## config.mk

```make
export PLATFORM = sky130hd
export DESIGN_NAME = baud_gen_frac
export DESIGN_NICKNAME = d
export VERILOG_FILES = /design/src/rtl/baud_gen_frac.sv
export SDC_FILE = /design/constraint.sdc
export NUM_CORES = 1
export LEC_CHECK = 0
export CORE_MARGIN = 3
export CORE_UTILIZATION = 45
export DETAILED_ROUTE_END_ITERATION = 16
export MAX_ROUTING_LAYER = met4
export PLACE_DENSITY_LB_ADDON = 0.1
export SYNTH_ARGS = -nofsm -noshare
export SYNTH_HDL_FRONTEND = slang
export SYNTH_SLANG_ARGS = --single-unit
```

## constraint.sdc

```tcl
create_clock -name sys_clk -period 4.05 [get_ports sys_clk]
set_input_delay 0.6075 -clock sys_clk [delete_from_list [all_inputs] [get_ports sys_clk]]
set_output_delay 0.6075 -clock sys_clk [all_outputs]
set_load 0.02 [all_outputs]
```

## src/rtl/baud_gen_frac.sv

```systemverilog
// Fractional-divisor oversample/mid-bit/bit-boundary tick generator with a shadowed
// run-time divisor. Define BAUD_LEGACY_CLK_EN to add the toggling baud_clk output.
module baud_gen_frac #(
  parameter int IW        = 16,
  parameter int FW        = 4,
  parameter int OSR       = 16,
  parameter int DEF_DIV_I = 27,
  parameter int DEF_DIV_F = 0
) (
  input  logic                   sys_clk,
  input  logic                   sys_rst_l,
  input  logic                   en,
  input  logic [IW-1:0]          div_i,
  input  logic [FW-1:0]          div_f,
  input  logic                   div_wr,
  input  logic                   restart,
  output logic                   os_tick,
  output logic                   mid_tick,
  output logic                   bit_tick,
  output logic [$clog2(OSR)-1:0] os_cnt,
  output logic                   cfg_pending
`ifdef BAUD_LEGACY_CLK_EN
  ,
  output logic                   baud_clk
`endif
);
  localparam int             OSW     = $clog2(OSR);
  localparam logic [IW-1:0]  RST_I   = IW'(DEF_DIV_I);
  localparam logic [FW-1:0]  RST_F   = FW'(DEF_DIV_F);
  localparam logic [OSW-1:0] OS_LAST = OSW'(OSR - 1);
  localparam logic [OSW-1:0] OS_MID  = OSW'(OSR / 2);

  logic [IW-1:0]  act_i_r, shd_i_r, cnt_r, d_eff_s, shd_i_nxt_s;
  logic [FW-1:0]  act_f_r, shd_f_r, acc_r, shd_f_nxt_s;
  logic [FW:0]    acc_sum_s;
  logic [IW:0]    period_s;
  logic [OSW-1:0] os_nxt_s;
  logic           wrap_s, bit_wrap_s;

  // Period of the current oversample slot and the wrap decisions derived from it
  always_comb begin
    if (act_i_r == {IW{1'b0}}) begin
      d_eff_s = {{(IW-1){1'b0}}, 1'b1};
    end else begin
      d_eff_s = act_i_r;
    end
    if (div_wr) begin
      shd_i_nxt_s = div_i;
      shd_f_nxt_s = div_f;
    end else begin
      shd_i_nxt_s = shd_i_r;
      shd_f_nxt_s = shd_f_r;
    end
    acc_sum_s  = {1'b0, acc_r} + {1'b0, act_f_r};
    period_s   = {1'b0, d_eff_s} + {{IW{1'b0}}, acc_sum_s[FW]};
    // >= rather than == so a divisor shrunk while frozen still wraps cleanly
    wrap_s     = ({1'b0, cnt_r} >= (period_s - {{IW{1'b0}}, 1'b1}));
    os_nxt_s   = os_cnt + {{(OSW-1){1'b0}}, 1'b1};
    bit_wrap_s = wrap_s && (os_cnt == OS_LAST);
  end

  // Phase counters, tick outputs and divisor shadow/active registers
  always_ff @(posedge sys_clk or negedge sys_rst_l) begin
    if (!sys_rst_l) begin
      act_i_r     <= RST_I;
      act_f_r     <= RST_F;
      shd_i_r     <= RST_I;
      shd_f_r     <= RST_F;
      cnt_r       <= {IW{1'b0}};
      acc_r       <= {FW{1'b0}};
      os_cnt      <= {OSW{1'b0}};
      os_tick     <= 1'b0;
      mid_tick    <= 1'b0;
      bit_tick    <= 1'b0;
      cfg_pending <= 1'b0;
    end else begin
      shd_i_r <= shd_i_nxt_s;
      shd_f_r <= shd_f_nxt_s;
      if (restart) begin
        cnt_r       <= {IW{1'b0}};
        acc_r       <= {FW{1'b0}};
        os_cnt      <= {OSW{1'b0}};
        os_tick     <= 1'b0;
        mid_tick    <= 1'b0;
        bit_tick    <= 1'b0;
        act_i_r     <= shd_i_nxt_s;
        act_f_r     <= shd_f_nxt_s;
        cfg_pending <= 1'b0;
      end else if (!en) begin
        os_tick     <= 1'b0;
        mid_tick    <= 1'b0;
        bit_tick    <= 1'b0;
        act_i_r     <= shd_i_nxt_s;
        act_f_r     <= shd_f_nxt_s;
        cfg_pending <= 1'b0;
      end else if (wrap_s) begin
        cnt_r    <= {IW{1'b0}};
        acc_r    <= acc_sum_s[FW-1:0];
        os_cnt   <= os_nxt_s;
        os_tick  <= 1'b1;
        mid_tick <= (os_nxt_s == OS_MID);
        bit_tick <= bit_wrap_s;
        if (bit_wrap_s) begin
          // shadow equals active when nothing is pending, so this copy is harmless then
          act_i_r     <= shd_i_r;
          act_f_r     <= shd_f_r;
          cfg_pending <= div_wr;
        end else begin
          cfg_pending <= cfg_pending | div_wr;
        end
      end else begin
        cnt_r       <= cnt_r + {{(IW-1){1'b0}}, 1'b1};
        os_tick     <= 1'b0;
        mid_tick    <= 1'b0;
        bit_tick    <= 1'b0;
        cfg_pending <= cfg_pending | div_wr;
      end
    end
  end

`ifdef BAUD_LEGACY_CLK_EN
  // Legacy half-rate clock flips together with every oversample tick
  always_ff @(posedge sys_clk or negedge sys_rst_l) begin
    if (!sys_rst_l) begin
      baud_clk <= 1'b0;
    end else if (en && !restart && wrap_s) begin
      baud_clk <= ~baud_clk;
    end else begin
      baud_clk <= baud_clk;
    end
  end
`endif

endmodule

```

==> qor.csv, run 1 <==
metric,value,unit
status,finished with violations,
failing checks,setup timing,
placed insts,504,
Max Fclk,0.2457,GHz
P_leak,2.268,nW
Worst Path Max Fanout,8,
Worst Hold Class,primary input to async pin,
die area,9619,µm²
Crit Path Class,register to register,
Fillers,609,
Final WS setup,-0.02073,ns
# port buffers,32,
RePlAce Congestion,0.8372,
core area,7968,µm²
Sequential Area,1712,µm²
area grow syn2layout,41.10,%
Tcrit/Tclk final,1.005,
Starting Density,0.4788,
Die Width,98.08,µm
I/O Pins,33,
area occupied by multi-input gates,2420,µm²
final net count,486,
RSZ-0062 raised after global routing,true,
#FFs+latches synth,68,
skew final,0.007374,ns
DRC Markers,0,
final hold violations,0,
Tot Pwr,1.884,mW
setup TNS,-0.09759,ns
"EDFF count, synth",0,
clk root buf,clkbuf_8,
DR vias,3092,
Crit path arrival time,4.30,ns
Pre-antenna DRT Iters,4,
syn_nets,405,
Vias per Instance,5.705,
CTS tree,built,
Iteration-0 DRC Markers,115,
register area share after synthesis,0.4487,
total grt overflow,0,
Pins Over Slew Limit,0,
Mapped Area,3815,µm²
clk buf depth,2,
Detailed Route WL,9721,µm
"Avg Cell Area, Syn",10.78,µm²
global-route wire length before repair,15500,µm
largest net degree at the start of global routing,30,
setup violators final,8,
Crit. End Element,register,
"antenna viol nets, final",0,
worst-skew pair later-pin latency,0.35,ns
cells after synthesis,354,
VDD IR max,181.8,µV
Max transition margin,0.5284,
startpoint types,register,
Max-Cap Viols,0,
yosys warns,0,
Tmin final,4.071,ns
Synth cell types,48,
layout cell share with drive strength beyond 1,0.3523,
vias in the first global route,3073,
CTS Sinks,68,
TritonCTS buffer count,9,
initial antenna violation count,0,
P per Cell Area,350.0,nW/µm²
main flop type after synthesis,dfrtp_1,
clock-pin slew on the worst setup and hold paths,0.08,ns
DR WL/cell,17.94,µm
ys async rst share,1.000,
pre-CTS setup slack,-0.2609,ns
Worst Path Required,4.28,ns
Overall Global Routing Usage,0.2056,
Core Rows,32,
Finished Layout Cells,542,
worst slew pin tran,0.7074,ns
die height,98.08,µm
diode count,0,
H-tree depth,3,
DP Wirelength,6064,µm
[cell type report]
type,count,share of cell area
sequential,68,0.3180
multi-input combinational,262,0.4496
clock buffer,10,0.02557
clock inverter,6,0.02510
inverter,9,0.006276
tap,102,0.02371
timing repair buffer,85,0.1518
[sequential cells by signal, indices dropped and copies added (netlist names)]
signal and count:
act_i_r 16, cnt_r 16, shd_i_r 16, acc_r 4, act_f_r 4, os_cnt 4
shd_f_r 4, bit_tick 1, cfg_pending 1, mid_tick 1, os_tick 1
[power breakdown]
part	internal, mW	switching, mW	total (mW)
sequential	0.733	0.0503	0.783
combinational	0.188	0.150	0.338
clock	0.488	0.275	0.763
[critical path: stages (launching register included)]
cell and delay, ns:
dfrtp_1 0.39, ha_2 0.20, inv_2 0.05, fa_2 0.19, inv_2 0.03, a21o_1 0.15, a21oi_2 0.16, ha_2 0.24
buf_6 0.11, and2_4 0.15, nand2_4 0.07, nor4_4 0.18, xnor2_2 0.10, ha_1 0.33, and3_4 0.18, a221o_1 0.37
a31oi_4 0.20, o21a_1 0.23, o31ai_4 0.09, buf_6 0.14, buf_12 0.13, o221a_4 0.25
[repair_timing]
item | in CTS | in global routing
setup endpoints to repair | 45 | 48
hold buffers | 0 | 0
gates resized for setup | 40 | 48
pin swaps | 21 | 45
buffers inserted | 15 | 7
gates cloned | 1 | 3
[cells in the mapped netlist, types with 6 or more instances]
library cell / instances / share of area
mux2_2: 20 / 0.059
ha_1: 25 / 0.082
dfstp_2: 8 / 0.055
o221a_2: 20 / 0.059
a21oi_1: 15 / 0.020
nand2_1: 19 / 0.019
dfrtp_1: 60 / 0.39
or3_1: 21 / 0.034
nand3_1: 14 / 0.018
a21o_1: 6 / 0.012
nor2_1: 26 / 0.026
xor2_1: 13 / 0.030
xnor2_1: 17 / 0.039
nor3_1: 8 / 0.010
inv_1: 9 / 0.0089
clkbuf_1: 6 / 0.0059
a31oi_1: 6 / 0.0098
[per-stage QoR]
| stage | hold WS (ns) | utilization | instance area [µm²] |
|---|---|---|---|
| 6_report | 0.2965 | 0.6756 | 5383 |
| 5_1_grt | 0.3360 | 0.6756 | 5383 |
| 4_1_cts | 0.3214 | 0.6349 | 5059 |
| 3_5_place_dp | 0.5008 | 0.5556 | 4427 |
| 3_3_place_gp | 0.4926 | 0.5556 | 4427 |
| 2_1_floorplan | 0.3119 | - | 3815 |
[metal layers]
metal  vias to the layer above  share of wire  GRT usage
met5                         -              0          -
met2                        67           0.49     0.3241
met3                        18          0.032    0.02857
met1                      1522           0.46     0.2708
li1                       1485              -          -
met4                         0          0.022    0.07561
[final timing paths]
path | from | to | slack, ns | depth (start not counted)
hold reg to reg | shd_i_r[2]$_DFF_PN0_ | shd_i_r[2]$_DFF_PN0_ | 0.54 | 1
min in group sys_clk | shd_i_r[2]$_DFF_PN0_ | shd_i_r[2]$_DFF_PN0_ | 0.54 | 1
max in group asynchronous | sys_rst_l | cnt_r[1]$_DFFE_PN0P_ | 2.95 | 2
hold / removal | sys_rst_l | os_cnt[3]$_DFFE_PN0P_ | 0.30 | 1
setup / recovery | acc_r[0]$_DFFE_PN0P_ | act_i_r[7]$_DFFE_PN0P_ | -0.02 | 21
setup reg to reg | acc_r[0]$_DFFE_PN0P_ | act_i_r[7]$_DFFE_PN0P_ | -0.02 | 21
[logic make-up (layout without fill, tap and decap cells)]
kind of cell | after synthesis | in the layout | share of synthesized area
adders and majority gates | 26 | 26 | 0.08724
and+or+nand+nor | 120 | 120 | 0.1673
DFF | 68 | 68 | 0.4487
muxes | 20 | 20 | 0.05904
xor gates and xnor gates | 30 | 30 | 0.06887
buffers and inverters | 24 | 110 | 0.03017
AOI/OAI and AO/OA | 66 | 66 | 0.1387
[cells in the final DEF, fill, tap and decap left out, drive strengths merged, types with 17 or more instances in the layout]
master	n
clkdlybuf4s50	31
xnor2	17
ha	25
mux2	20
buf	52
nand2	19
o221a	20
nor2	26
dfrtp	60
or3	21
No activity file was read; power rests on OpenSTA's default activity.
==> run 2: changes to the inputs <==
- DONT_BUFFER_PORTS: not set -> 1
==> run 2 against run 1 <==
Sequential share of layout area is 4.7 points higher; highest routed layer unchanged; non-clock buffer count is 47 lower; the run now ends clean; clock power is 25% lower; combinational power is 25% lower; register-to-register slack better by 0.03 ns; cell count is 8.7% lower.
==> qor.csv, run 2 (synthesis results as in run 1) <==
metric,value,unit,change
status,"finished, final reports clean",,was finished with violations
skew final,0.006468,ns,was 0.007374 ns
RePlAce Congestion,0.8300,,was 0.8372
total placed instance area,4061,µm²,was 4427 µm²
final hold violations,0,,unchanged
total grt overflow,0,,unchanged
worst slew pin tran,0.5567,ns,was 0.7074 ns
clk buf depth,2,,unchanged
reg2reg path depth,20,,was 21
Crit path arrival time,4.27,ns,was 4.30 ns
clk root buf,clkbuf_8,,unchanged
Tcrit/Tclk final,0.9966,,was 1.005
placed insts,467,,was 504
DP Wirelength,5776,µm,was 6064 µm
crit path from,act_f_r[0]$_DFFE_PN0P_,,was acc_r[0]$_DFFE_PN0P_
"antenna viol nets, final",0,,unchanged
RSZ-0062 raised after global routing,true,,unchanged
P_leak,1.971,nW,was 2.268 nW
"most common cell after layout, fill and taps aside",dfrtp_1,,unchanged
final net count,439,,was 486
layout cell share with drive strength beyond 1,0.3461,,was 0.3523
Worst R2R Start,act_f_r[0]$_DFFE_PN0P_,,was acc_r[0]$_DFFE_PN0P_
die area,9619,µm²,unchanged
worst-skew pair later-pin latency,0.34,ns,was 0.35 ns
CTS tree,built,,unchanged
Die Width,98.08,µm,unchanged
VDD IR max,309.9,µV,was 181.8 µV
H-tree depth,3,,unchanged
global-route wire length before repair,14260,µm,was 15500 µm
Max-Cap Viols,0,,unchanged
Iteration-0 DRC Markers,63,,was 115
P per Cell Area,341.0,nW/µm²,was 350.0 nW/µm²
DRC Markers,0,,unchanged
Worst Path Max Fanout,8,,unchanged
vias in the first global route,2826,,was 3073
initial antenna violation count,0,,unchanged
Fillers,669,,was 609
CTS Sinks,68,,unchanged
Starting Density,0.4788,,unchanged
Overall Global Routing Usage,0.1894,,was 0.2056
Crit Path Class,register to register,,unchanged
clock-pin slew on the worst setup and hold paths,0.08,ns,about the same
largest net degree at the start of global routing,61,,was 30
Vias per Instance,5.794,,was 5.705
DR WL/cell,17.44,µm,was 17.94 µm
Tmin final,4.036,ns,was 4.071 ns
biggest regs,"act_i_r x16, cnt_r x16, shd_i_r x16",,unchanged
Crit. End Element,register,,unchanged
DR vias,2868,,was 3092
TritonCTS buffer count,9,,unchanged
Max transition margin,0.6285,,was 0.5284
setup violators final,0,,was 8
die height,98.08,µm,unchanged
post-route cell area,4696,µm²,was 5383 µm²
startpoint types,register,,unchanged
Pins Over Slew Limit,0,,unchanged
area grow syn2layout,23.09,%,was 41.10%
Max Fclk,0.2478,GHz,was 0.2457 GHz
Worst Path Required,4.28,ns,about the same
core area,7968,µm²,unchanged
Worst Hold Class,primary input to async pin,,unchanged
diode count,0,,unchanged
Detailed Route WL,8633,µm,was 9721 µm
Pre-antenna DRT Iters,4,,unchanged
Core Rows,32,,unchanged
"commonest cells after routing, fill and taps aside","60 x dfrtp_1, 28 x buf_4, 25 x nor2_1",,"was 60 x dfrtp_1, 37 x buf_4, 31 x clkdlybuf4s50_1"
Finished Layout Cells,495,,was 542
I/O Pins,33,,unchanged
# port buffers,0,,was 32
[run 2: cell types whose count changed in the layout (fill, tap and decap cells not counted), sizes merged]
cell and change:
inv +1, clkdlybuf4s50 -31, bufinv -3, buf -15
clkinv +3, clkbuf -2
[run 2: final timing paths]
path	endpoint	slack, ns
max	act_i_r[9]$_DFFE_PN0P_	0.01
min	act_i_r[3]$_DFFE_PN1P_	0.10
max reg2reg	act_i_r[9]$_DFFE_PN0P_	0.01
min reg2reg	shd_i_r[10]$_DFF_PN0_	0.52
max in group asynchronous	act_i_r[9]$_DFFE_PN0P_	3.68
min in group sys_clk	os_cnt[2]$_DFFE_PN0P_	0.31
[run 2: timing repair]
action / 4_1_cts / 5_1_grt
cloned: 1 / 1
buffers inserted: 5 / 4
gates resized for setup: 21 / 40
endpoints found under the setup margin: 42 / 47
hold buffers: 1 / 0
hold endpoints to repair: 60 / 0
pin swaps: 14 / 25
[run 2: layer usage]
metal | track usage | wire length [µm] | up-vias
li1 | - | - | 1384
met1 | 0.2548 | 4127 | 1427
met2 | 0.2843 | 4036 | 49
met3 | 0.04786 | 386 | 8
met4 | 0.05431 | 82 | 0
met5 | - | 0 | -
[run 2: worst max-delay path, cell delays in order, from the launching register on]
cell and delay [ns]:
dfrtp_1 0.40, ha_2 0.20, inv_2 0.05, fa_2 0.20
inv_2 0.03, a21o_1 0.15, a21oi_2 0.13, ha_2 0.22
buf_6 0.10, and2_4 0.14, nand2_4 0.07, nor4_4 0.29
xnor2_1 0.12, ha_1 0.32, and3_4 0.16, a221o_1 0.35
a31oi_2 0.20, o21a_2 0.24, o31ai_4 0.12, buf_6 0.17
o221a_2 0.26
[run 2: per-stage QoR]
step           setup slack [ns]   TNS [ns]  hold WS [ns]  utilization  total power, mW
5_1_grt                 -0.1818     -4.464       0.06615       0.5894            1.686
3_3_place_gp           -0.09199    -0.8228        0.3136       0.5097           0.9758
4_1_cts               -0.002411  -0.004248       0.07607       0.5561            1.588
3_5_place_dp            -0.1643     -3.754        0.3135       0.5097           0.9808
2_1_floorplan                 0          0        0.3119            -           0.9221
6_report                0.01368          0        0.1018       0.5894            1.601
[run 2: area by class of cell]
class | count | area [µm²] | share of cell area
Sequential cell | 68 | 1712 | 0.3645
Tap cell | 102 | 127.6 | 0.02718
Multi-Input combinational cell | 262 | 2287 | 0.4871
Inverter | 9 | 33.78 | 0.007194
Clock inverter | 7 | 76.32 | 0.01625
Clock buffer | 9 | 123.9 | 0.02638
Timing Repair Buffer | 38 | 335.3 | 0.07141
[run 2: power breakdown]
part / total [mW] / internal (mW) / switching [mW]
combinational: 0.254 / 0.139 / 0.115
sequential: 0.778 / 0.732 / 0.0460
clock: 0.569 / 0.287 / 0.281
==> run 3: changes to the inputs <==
- ABC_AREA: not set -> 1
- SKIP_LAST_GASP: not set -> 1
==> run 3 against run 2 <==
Largest power group unchanged; design area grew 0.64%; highest routed layer unchanged; sequential share of layout area is 0.23 points lower; largest cell class unchanged; clock power increased by 12%; via count rose by 21%.
==> qor.csv, run 3 <==
metric,value,unit,change
worst-skew pair later-pin latency,0.35,ns,was 0.34 ns
# port buffers,0,,unchanged
skew final,0.01141,ns,was 0.006468 ns
Detailed Route WL,9019,µm,was 8633 µm
clock-pin slew on the worst setup and hold paths,0.08,ns,about the same
diode count,0,,unchanged
DR vias,3462,,was 2868
Crit Path Class,register to register,,unchanged
RSZ-0062 raised after global routing,true,,unchanged
Min Hold Slack,0.09637,ns,was 0.1018 ns
main flop type after synthesis,dfrtp_1,,unchanged
main combinational cell family by area after synthesis,simple AND/OR/NAND/NOR gates,,unchanged
Post CTS Setup Buffer Count,0,,was 5
Mapped Area,4379,µm²,was 3815 µm²
"commonest cells after routing, fill and taps aside","177 x nand2_1, 79 x inv_1, 60 x dfrtp_1",,"was 60 x dfrtp_1, 28 x buf_4, 25 x nor2_1"
Pins Over Slew Limit,0,,unchanged
post-route cell area,4726,µm²,was 4696 µm²
adder-cell share of the synthesized area,0.07600,,was 0.08724
H-tree depth,3,,unchanged
RePlAce Congestion,0.7896,,was 0.8300
most common cell in the netlist,nand2_1,,was dfrtp_1
Max transition margin,0.3256,,was 0.6285
Fillers,935,,was 669
Core Rows,35,,was 32
Tmin final,3.644,ns,was 4.036 ns
initial antenna violation count,0,,unchanged
core area,9328,µm²,was 7968 µm²
area grow syn2layout,7.914,%,was 23.09%
Tcrit/Tclk final,0.8998,,was 0.9966
global-route wire length before repair,16040,µm,was 14260 µm
area occupied by multi-input gates,2250,µm²,was 2287 µm²
I/O Pins,33,,unchanged
Vias per Instance,4.856,,was 5.794
Crit path arrival time,3.88,ns,was 4.27 ns
CTS tree,built,,unchanged
#FFs+latches synth,68,,unchanged
P per Cell Area,362.2,nW/µm²,was 341.0 nW/µm²
largest net degree at the start of global routing,61,,unchanged
Synth Area in Simple Gates,0.2940,,was 0.1673
Starting Density,0.4695,,was 0.4788
final hold violations,0,,unchanged
Iteration-0 DRC Markers,136,,was 63
DP Wirelength,6353,µm,was 5776 µm
die height,104.7,µm,was 98.08 µm
"antenna viol nets, final",0,,unchanged
clk buf depth,2,,unchanged
yosys warns,0,,unchanged
Worst Hold Class,primary input to async pin,,unchanged
Worst Path Required,4.28,ns,about the same
XOR/XNOR Fraction of Synth Area,0.05400,,was 0.06888
Overall Global Routing Usage,0.1841,,was 0.1894
Die Width,104.7,µm,was 98.08 µm
VDD IR max,177.0,µV,was 309.9 µV
Synth cell types,35,,was 48
total grt overflow,0,,unchanged
Crit. End Element,register,,unchanged
startpoint types,register,,unchanged
DR WL/cell,12.65,µm,was 17.44 µm
CTS Sinks,68,,unchanged
top cell type by total area after synthesis,dfrtp_1,,unchanged
worst slew pin tran,1.010,ns,was 0.5567 ns
Tot Pwr,1.712,mW,was 1.601 mW
vias in the first global route,3323,,was 2826
Sequential Area,1712,µm²,unchanged
cells after synthesis,583,,was 354
register area share after synthesis,0.3909,,was 0.4487
largest cells by area after synthesis,"dfrtp_1 34%, nand2_1 15%, ha_1 7.1%, inv_1 6.8%, o21ai_0 5.9%",,"was dfrtp_1 39%, ha_1 8.2%, mux2_2 5.9%, o221a_2 5.9%, dfstp_2 5.5%"
"EDFF count, synth",0,,unchanged
Pre-antenna DRT Iters,4,,unchanged
die area,10950,µm²,was 9619 µm²
"most common cell after layout, fill and taps aside",nand2_1,,was dfrtp_1
final net count,630,,was 439
Commonest cells post-synth,"177 x nand2_1, 79 x inv_1, 60 x dfrtp_1, 52 x o21ai_0, 36 x nand3_1",,"was 60 x dfrtp_1, 26 x nor2_1, 25 x ha_1, 21 x or3_1"
syn_nets,634,,was 405
Max Fclk,0.2744,GHz,was 0.2478 GHz
Max-Cap Viols,0,,unchanged
biggest regs,"act_i_r x16, cnt_r x16, shd_i_r x16",,unchanged
mux share of post-synthesis cell area,0,,was 0.05904
top cell type's share of synthesized area,0.3429,,was 0.3936
TritonCTS buffer count,9,,unchanged
total placed instance area,4453,µm²,was 4061 µm²
post-synthesis compound-gate area fraction,0.08743,,was 0.1387
setup violators final,0,,unchanged
clk root buf,clkbuf_8,,unchanged
ys async rst share,1.000,,unchanged
P_leak,2.380,nW,was 1.971 nW
layout cell share with drive strength beyond 1,0.1010,,was 0.3461
"Avg Cell Area, Syn",7.511,µm²,was 10.78 µm²
status,"finished, final reports clean",,unchanged
Worst Path Max Fanout,22,,was 8
DRC Markers,0,,unchanged
-- run 3: critical path, cell delays in order (launching register included) --
cell and delay (ns):
dfrtp_1 0.39, ha_1 0.21, inv_1 0.07, fa_1 0.19, o21ai_0 0.09, a21oi_1 0.19, ha_1 0.21, ha_1 0.22
nand2_2 0.10, nor2_4 0.15, nand2_1 0.09, inv_1 0.08, nand3_1 0.08, xor2_1 0.15, ha_1 0.29, nand3_1 0.12
nor3_2 0.16, and2_4 0.19, nand2_4 0.05, nand2_2 0.08, nand2_2 0.09, buf_8 0.18, nand3_1 0.09, nand2_1 0.06
-- run 3: final cells by class --
cell class,instances,area share
Multi-Input combinational cell,413,0.4760
Sequential cell,68,0.3622
Inverter,82,0.06672
Tap cell,129,0.03415
Clock buffer,9,0.02621
Clock inverter,7,0.02092
Timing Repair Buffer,5,0.01377
-- run 3: final timing paths --
kind                                              from                 endpoint  slack, ns  cells after the start
worst max-delay path            act_f_r[0]$_DFFE_PN0P_  act_i_r[13]$_DFFE_PN0P_       0.41                     23
worst min-delay path                         sys_rst_l     shd_i_r[4]$_DFF_PN1_        0.1                      0
worst max register to register  act_f_r[0]$_DFFE_PN0P_  act_i_r[13]$_DFFE_PN0P_       0.41                     23
worst min register to register    acc_r[0]$_DFFE_PN0P_     acc_r[0]$_DFFE_PN0P_       0.49                      2
max in group asynchronous                    sys_rst_l  act_i_r[14]$_DFFE_PN0P_       3.66                      1
min in group sys_clk                            div_wr    cfg_pending$_DFF_PN0_       0.37                      2
-- run 3: kinds of logic after synthesis --
group                      after synthesis
AOI/OAI and AO/OA                       74
xor gates and xnor gates                27
adders and majority gates               26
buffers and inverters                  102
DFF                                     68
and+or+nand+nor                        286
-- run 3: where the power goes --
group / switching (mW) / leakage, nW / total, mW / internal, mW
sequential: 0.0519 / 0.847 / 0.791 / 0.739
combinational: 0.176 / 1.42 / 0.285 / 0.110
clock: 0.285 / 0.110 / 0.635 / 0.350
-- run 3: metal layers --
layer	GRT usage	routed length (µm)	part of all wire	vias up
li1	-	-	-	1829
met1	0.2626	4756	0.53	1566
met2	0.2689	3833	0.42	58
met3	0.03274	306	0.034	9
met4	0.05342	122	0.014	0
met5	-	0	0	-
-- run 3: repair_timing --
item / 4_1_cts / 5_1_grt
gates resized for setup: 0 / 6
setup endpoints to repair: 0 / 34
hold endpoints to repair: 60 / 0
hold buffers: 1 / 0
-- run 3: per-stage QoR --
step	setup slack [ns]	setup TNS, ns	util	std cells
after floorplan	0.6665	0	-	583
after global placement	0.3587	0	0.4774	696
after detailed placement	0.2539	0	0.4774	696
after CTS	0.2161	0	0.5042	713
after global routing	-0.01696	-0.03685	0.5066	713
final	0.4057	0	0.5066	713
